===== config.mk =====
export PLATFORM = sky130hd
export DESIGN_NAME = hardisc_ahb_arbiter
export DESIGN_NICKNAME = d
export VERILOG_FILES = /design/src/rtl/hardisc_ahb_arbiter.sv
export SDC_FILE = /design/constraint.sdc
export NUM_CORES = 1
export LEC_CHECK = 0
export BUFFER_PORTS_ARGS = -buffer_cell sky130_fd_sc_hd__buf_2
export CORE_AREA = 2 2 129 131
export CTS_BUF_LIST = sky130_fd_sc_hd__clkbuf_4
export CTS_CLUSTER_DIAMETER = 60
export DETAILED_ROUTE_END_ITERATION = 10
export DIE_AREA = 0 0 131 133
export PLACE_DENSITY = 0.53
export SLEW_MARGIN = 20
export SYNTH_ARGS = -nofsm -noshare
export SYNTH_HDL_FRONTEND = slang
export SYNTH_SLANG_ARGS = --single-unit

===== constraint.sdc =====
create_clock -name s_clk_i -period 5.2 [get_ports s_clk_i]
set_clock_uncertainty 0.15 [all_clocks]
set_input_delay 1.04 -clock s_clk_i [delete_from_list [all_inputs] [get_ports s_clk_i]]
set_output_delay 1.04 -clock s_clk_i [all_outputs]
set_load 0.01 [all_outputs]

===== src/rtl/hardisc_ahb_arbiter.sv =====
// N-master to 1-slave AHB-Lite arbiter with per-master hready/hresp tracking
// and pass-through of the address/control parity and data checksums.
module hardisc_ahb_arbiter #(
    parameter int NUM_MASTERS = 2,
    parameter int ARB_MODE    = 1,
    parameter int PARK_MASTER = 0,
    localparam int IW = (NUM_MASTERS > 1) ? $clog2(NUM_MASTERS) : 1
) (
    input  logic                     s_clk_i,
    input  logic                     s_resetn_i,
    input  logic [NUM_MASTERS*32-1:0] s_m_haddr_i,
    input  logic [NUM_MASTERS*2-1:0]  s_m_htrans_i,
    input  logic [NUM_MASTERS-1:0]    s_m_hwrite_i,
    input  logic [NUM_MASTERS*3-1:0]  s_m_hsize_i,
    input  logic [NUM_MASTERS*32-1:0] s_m_hwdata_i,
    input  logic [NUM_MASTERS*7-1:0]  s_m_hwchecksum_i,
    input  logic [NUM_MASTERS*6-1:0]  s_m_hparity_i,
    output logic [NUM_MASTERS-1:0]    s_m_hready_o,
    output logic [NUM_MASTERS-1:0]    s_m_hresp_o,
    output logic [31:0]               s_m_hrdata_o,
    output logic [6:0]                s_m_hrchecksum_o,
    output logic [31:0]               s_haddr_o,
    output logic [1:0]                s_htrans_o,
    output logic                      s_hwrite_o,
    output logic [2:0]                s_hsize_o,
    output logic [31:0]               s_hwdata_o,
    output logic [6:0]                s_hwchecksum_o,
    output logic [5:0]                s_hparity_o,
    input  logic [31:0]               s_hrdata_i,
    input  logic [6:0]                s_hrchecksum_i,
    input  logic                      s_hready_i,
    input  logic                      s_hresp_i,
    output logic [IW-1:0]             s_owner_o,
    output logic                      s_owner_valid_o
);

    localparam logic [1:0] HTRANS_IDLE = 2'b00;

    logic [NUM_MASTERS-1:0] req;
    logic [IW-1:0]          grant_q, grant_d;
    logic                   grant_valid_q, grant_valid_d;
    logic [IW-1:0]          owner_q, owner_d;
    logic                   owner_valid_q, owner_valid_d;
    logic [IW-1:0]          last_q, last_d;

    always_comb begin
        for (int i = 0; i < NUM_MASTERS; i++) req[i] = s_m_htrans_i[2*i+1];
    end

    // Grant selection; an unaccepted grant is frozen while the slave stalls.
    always_comb begin
        logic          found;
        logic [IW-1:0] cand;
        grant_d       = IW'(PARK_MASTER);
        grant_valid_d = 1'b0;
        found         = 1'b0;
        cand          = '0;
        if (!s_hready_i && grant_valid_q) begin
            grant_d       = grant_q;
            grant_valid_d = 1'b1;
        end else if (ARB_MODE == 0) begin
            for (int i = NUM_MASTERS - 1; i >= 0; i--) begin
                if (req[i]) begin
                    grant_d       = IW'(i);
                    grant_valid_d = 1'b1;
                end
            end
        end else begin
            for (int k = 1; k <= NUM_MASTERS; k++) begin
                cand = IW'((int'(last_q) + k) % NUM_MASTERS);
                if (!found && req[cand]) begin
                    grant_d = cand;
                    found   = 1'b1;
                end
            end
            grant_valid_d = found;
        end
    end

    always_comb begin
        owner_d       = owner_q;
        owner_valid_d = owner_valid_q;
        last_d        = last_q;
        if (s_hready_i) begin
            owner_d       = grant_d;
            owner_valid_d = grant_valid_d;
            if (grant_valid_d) last_d = grant_d;
        end
    end

    always_ff @(posedge s_clk_i or negedge s_resetn_i) begin
        if (!s_resetn_i) begin
            grant_q       <= '0;
            grant_valid_q <= 1'b0;
            owner_q       <= '0;
            owner_valid_q <= 1'b0;
            last_q        <= IW'(NUM_MASTERS - 1);
        end else begin
            grant_q       <= grant_d;
            grant_valid_q <= grant_valid_d;
            owner_q       <= owner_d;
            owner_valid_q <= owner_valid_d;
            last_q        <= last_d;
        end
    end

    // With no grant grant_d already points at the park master.
    always_comb begin
        s_haddr_o   = s_m_haddr_i[32*int'(grant_d) +: 32];
        s_hwrite_o  = s_m_hwrite_i[grant_d];
        s_hsize_o   = s_m_hsize_i[3*int'(grant_d) +: 3];
        s_hparity_o = s_m_hparity_i[6*int'(grant_d) +: 6];
        s_htrans_o  = grant_valid_d ? s_m_htrans_i[2*int'(grant_d) +: 2] : HTRANS_IDLE;
    end

    always_comb begin
        s_hwdata_o     = '0;
        s_hwchecksum_o = '0;
        if (owner_valid_q) begin
            s_hwdata_o     = s_m_hwdata_i[32*int'(owner_q) +: 32];
            s_hwchecksum_o = s_m_hwchecksum_i[7*int'(owner_q) +: 7];
        end
    end

    always_comb begin
        logic own, owner_term, addr_term;
        own        = 1'b0;
        owner_term = 1'b1;
        addr_term  = 1'b1;
        for (int i = 0; i < NUM_MASTERS; i++) begin
            own             = owner_valid_q && (owner_q == IW'(i));
            owner_term      = own ? s_hready_i : 1'b1;
            addr_term       = !req[i] || (grant_valid_d && (grant_d == IW'(i)) && s_hready_i);
            s_m_hready_o[i] = owner_term && addr_term;
            s_m_hresp_o[i]  = own && s_hresp_i;
        end
    end

    assign s_m_hrdata_o     = s_hrdata_i;
    assign s_m_hrchecksum_o = s_hrchecksum_i;
    assign s_owner_o        = owner_q;
    assign s_owner_valid_o  = owner_valid_q;

endmodule


==> key figures <==
Status
  – Status: finished clean

Die
  – Die footprint: ~17000 µm²
  – Die Ht: ~130 µm
  – Starting Density: about an eighth
  – Top Ports: ~340
  – Num rows: 47
  – Die width: roughly 130 µm
  – Area of the core: 16170 µm²

Final layout
  – Layout Area Growth over Synthesis: 64.33%
  – Commonest cells after routing, fill and taps aside: buf_2 (258), mux2i_1 (39), nor2b_1 (39)
  – Final instance area: 3199 µm²
  – Register Area: 127.6 µm²
  – Area of the multi-input gates: about 1400 µm²
  – Final Instance Count excl. Fillers: between 600 and 700
  – Fillcell total: 1808
  – Most common cell after layout, fill and taps aside: buf_2
  – Layout cell share with drive strength beyond 1: ~74%
  – Diode count: 0
  – Total Nets Final: 630

GRT
  – GRT overflow: 0
  – Vias in the first global route: 2222
  – Initial antenna violation count: 2
  – First-pass GRT wire length: 10450 µm
  – GRT Overall Usage: between 7 and 8%
  – Largest net degree at the start of global routing: 45

Worst setup path
  – CP arrival: around 2.5 ns
  – Crit Path Category: in -> out
  – Crit-path max FO: 43
  – Worst R2R End: grant_q
  – Startpoint types: primary input
  – Reg-to-reg slack, setup: between 3 and 4 ns
  – Worst reg2reg path depth: 4
  – Setup crit end kind: output port
  – R2R Path Start: last_q
  – Required time worst endpoint: ~4 ns

Timing
  – Final period utilization: between 70% and 80%
  – Minimum period implied by the final worst setup slack: roughly 3.7 ns
  – Rel. slew slack: between 50 and 60%
  – Setup TNS: 0 ns
  – Max Clk Rate: around 0.27 GHz
  – Worst Max-Slew Pin Slew: slightly below 0.7 ns
  – RSZ-0062 raised after global routing: false
  – Final WS setup: 1.496 ns
  – Final Hold Viols: 0
  – Slew Limit Fails: 0
  – Setup violations, final: 0

Place
  – HPWL after DPL: roughly 6300 µm
  – Area after DPL: 3169 µm²
  – RePlAce Congestion: about 0.75
  – Placed cells: 636
  – Port buffer count: 258
  – Worst slack at placement: roughly 1.5 ns

CTS
  – Post-CTS Setup Bufs: 0
  – CTS tree: built
  – Post-CTS Hold Buffers: 0
  – Htree depth: 1
  – Resize count post-CTS: 0
  – Clk_lat worst skew: between 0.2 and 0.25 ns
  – TritonCTS Buffers: 3
  – Clock-pin slew on the worst setup and hold paths: 0.04 ns
  – Clock Tree Root: clkbuf_4
  – Clock Sinks: 5
  – Max clock buf depth: 2

Logic synthesis
  – Mean post-synth cell area: roughly 9.4 µm²
  – YS warnings: 0
  – Syn Inst Count: about 210
  – Cell area after synthesis: between 1500 and 2000 µm²
  – Distinct cells, synth: 26
  – Post-synthesis sequential area ratio: under 10%
  – Flops & latches, synth: 5
  – Synth Net Count: about 420

Power and ir drop
  – Reg power frac: a little under an eighth
  – Leakage: 1.798 nW
  – Pwr/cell area: approximately 160 nW/µm²
  – Pint: roughly 300 µW
  – Sw power: about 200 µW
  – Switching share of total power: 39.98%
  – Comb pwr share: 78.3%
  – Clock share of power: under 10%
  – Maximum VDD drop: about 97 µV

Detailed routing
  – First-pass detailed-route iteration total: 4
  – DR WL/cell: about 12 µm
  – Drt drc: 0
  – Initial drt markers: 43
  – Routed wire length: approximately 7400 µm
  – Vias per cell: between 3 and 4
  – Vias: approximately 2200
  – Final ANT Viol Nets: 0

Min path
  – Hold crit path type: reg -> reg
  – Min-delay src: last_q
  – Hold path cells: 2
  – Hold Crit Endpoint: last_q

Job
  – Max_cap viols: 0
[registers in the layout, indices dropped and copies added, names as in the netlist]
| name | cells |
|---|---|
| grant_q | 1 |
| s_owner_o | 1 |
| s_owner_valid_o | 1 |
| last_q | 1 |
| grant_valid_q | 1 |
[final cells by class]
| type | count | area share (%) |
|---|---|---|
| Tap cell | 220 | 8.604 |
| Timing Repair Buffer | 261 | 41.45 |
| Inverter | 4 | 0.4693 |
| Multi-Input combinational cell | 146 | 44.54 |
| Sequential cell | 5 | 3.989 |
| Clock buffer | 4 | 0.9386 |
[worst max path at each step]
stage               startpoint        endpoint  slack, ns  cells past startpoint
detailed placement  s_hready_i      s_hwrite_o       1.47                      6
CTS                 s_hready_i      s_hwrite_o       1.48                      6
global placement    s_hready_i  s_hparity_o[2]       1.52                      6
finish              s_hready_i      s_hwrite_o       1.50                      6
global route        s_hready_i      s_hwrite_o       1.41                      6
floorplan           s_hready_i    s_haddr_o[0]       1.95                      4
[critical path: stages]
cell,delay (ns)
buf_2,0.18
nand2b_4,0.19
mux2i_4,0.26
buf_12,0.31
mux2_2,0.38
buf_2,0.14
[Yosys cell counts (all sizes together)]
library cell | number | share of area (%)
nand3 | 1 | 0.26
nor2b | 39 | 13
mux2 | 42 | 32
buf | 47 | 18
a21boi | 1 | 0.58
a32oi | 2 | 0.90
clkbuf | 6 | 1.2
nor4bb | 1 | 0.51
nor2 | 4 | 0.77
inv | 4 | 0.77
a21oi | 2 | 0.51
dfstp | 1 | 1.3
a31oi | 1 | 0.32
nand2b | 2 | 1.0
nand2 | 6 | 1.2
o21ai | 2 | 0.51
mux2i | 40 | 21
dfrtp | 4 | 5.1
o21a | 1 | 0.39
o22a | 1 | 0.45
a41oi | 1 | 0.45
[power groups by stage]
stage	Sequential, mW	Clock [mW]	Combinational, mW
floorplan	0.0509	0	0.279
finish	0.0600	0.0487	0.393
global route	0.0619	0.0537	0.431
detailed placement	0.0611	0	0.400
global placement	0.0615	0	0.397
CTS	0.0606	0.0513	0.401
[per-layer routing]
layer  track usage, %  part of all wire [%]  vias up
li1                 -                     -     1098
met1            8.380                    39      965
met2            14.16                    50      179
met3            2.467                    11        6
met4           0.3546                  0.42        0
met5                0                     0        -
[kinds of logic after synthesis]
| group | count (synthesis) | share of synthesized area (%) |
|---|---|---|
| DFF | 5 | 6.491 |
| AOI/OAI and AO/OA | 11 | 4.114 |
| and+or+nand+nor | 53 | 16.26 |
| buffers and inverters | 57 | 20.31 |
| muxes | 82 | 52.83 |
[per-stage QoR]
step                utilization [%]  power (mW)  hold slack (ns)
global placement              19.60      0.4587           0.3956
global route                  19.78      0.5466           0.4549
finish                        19.78      0.5020           0.4174
CTS                           19.78      0.5129           0.4218
detailed placement            19.60      0.4612           0.4065
floorplan                         -      0.3295           0.3722
(Power assumes the default switching activity.)
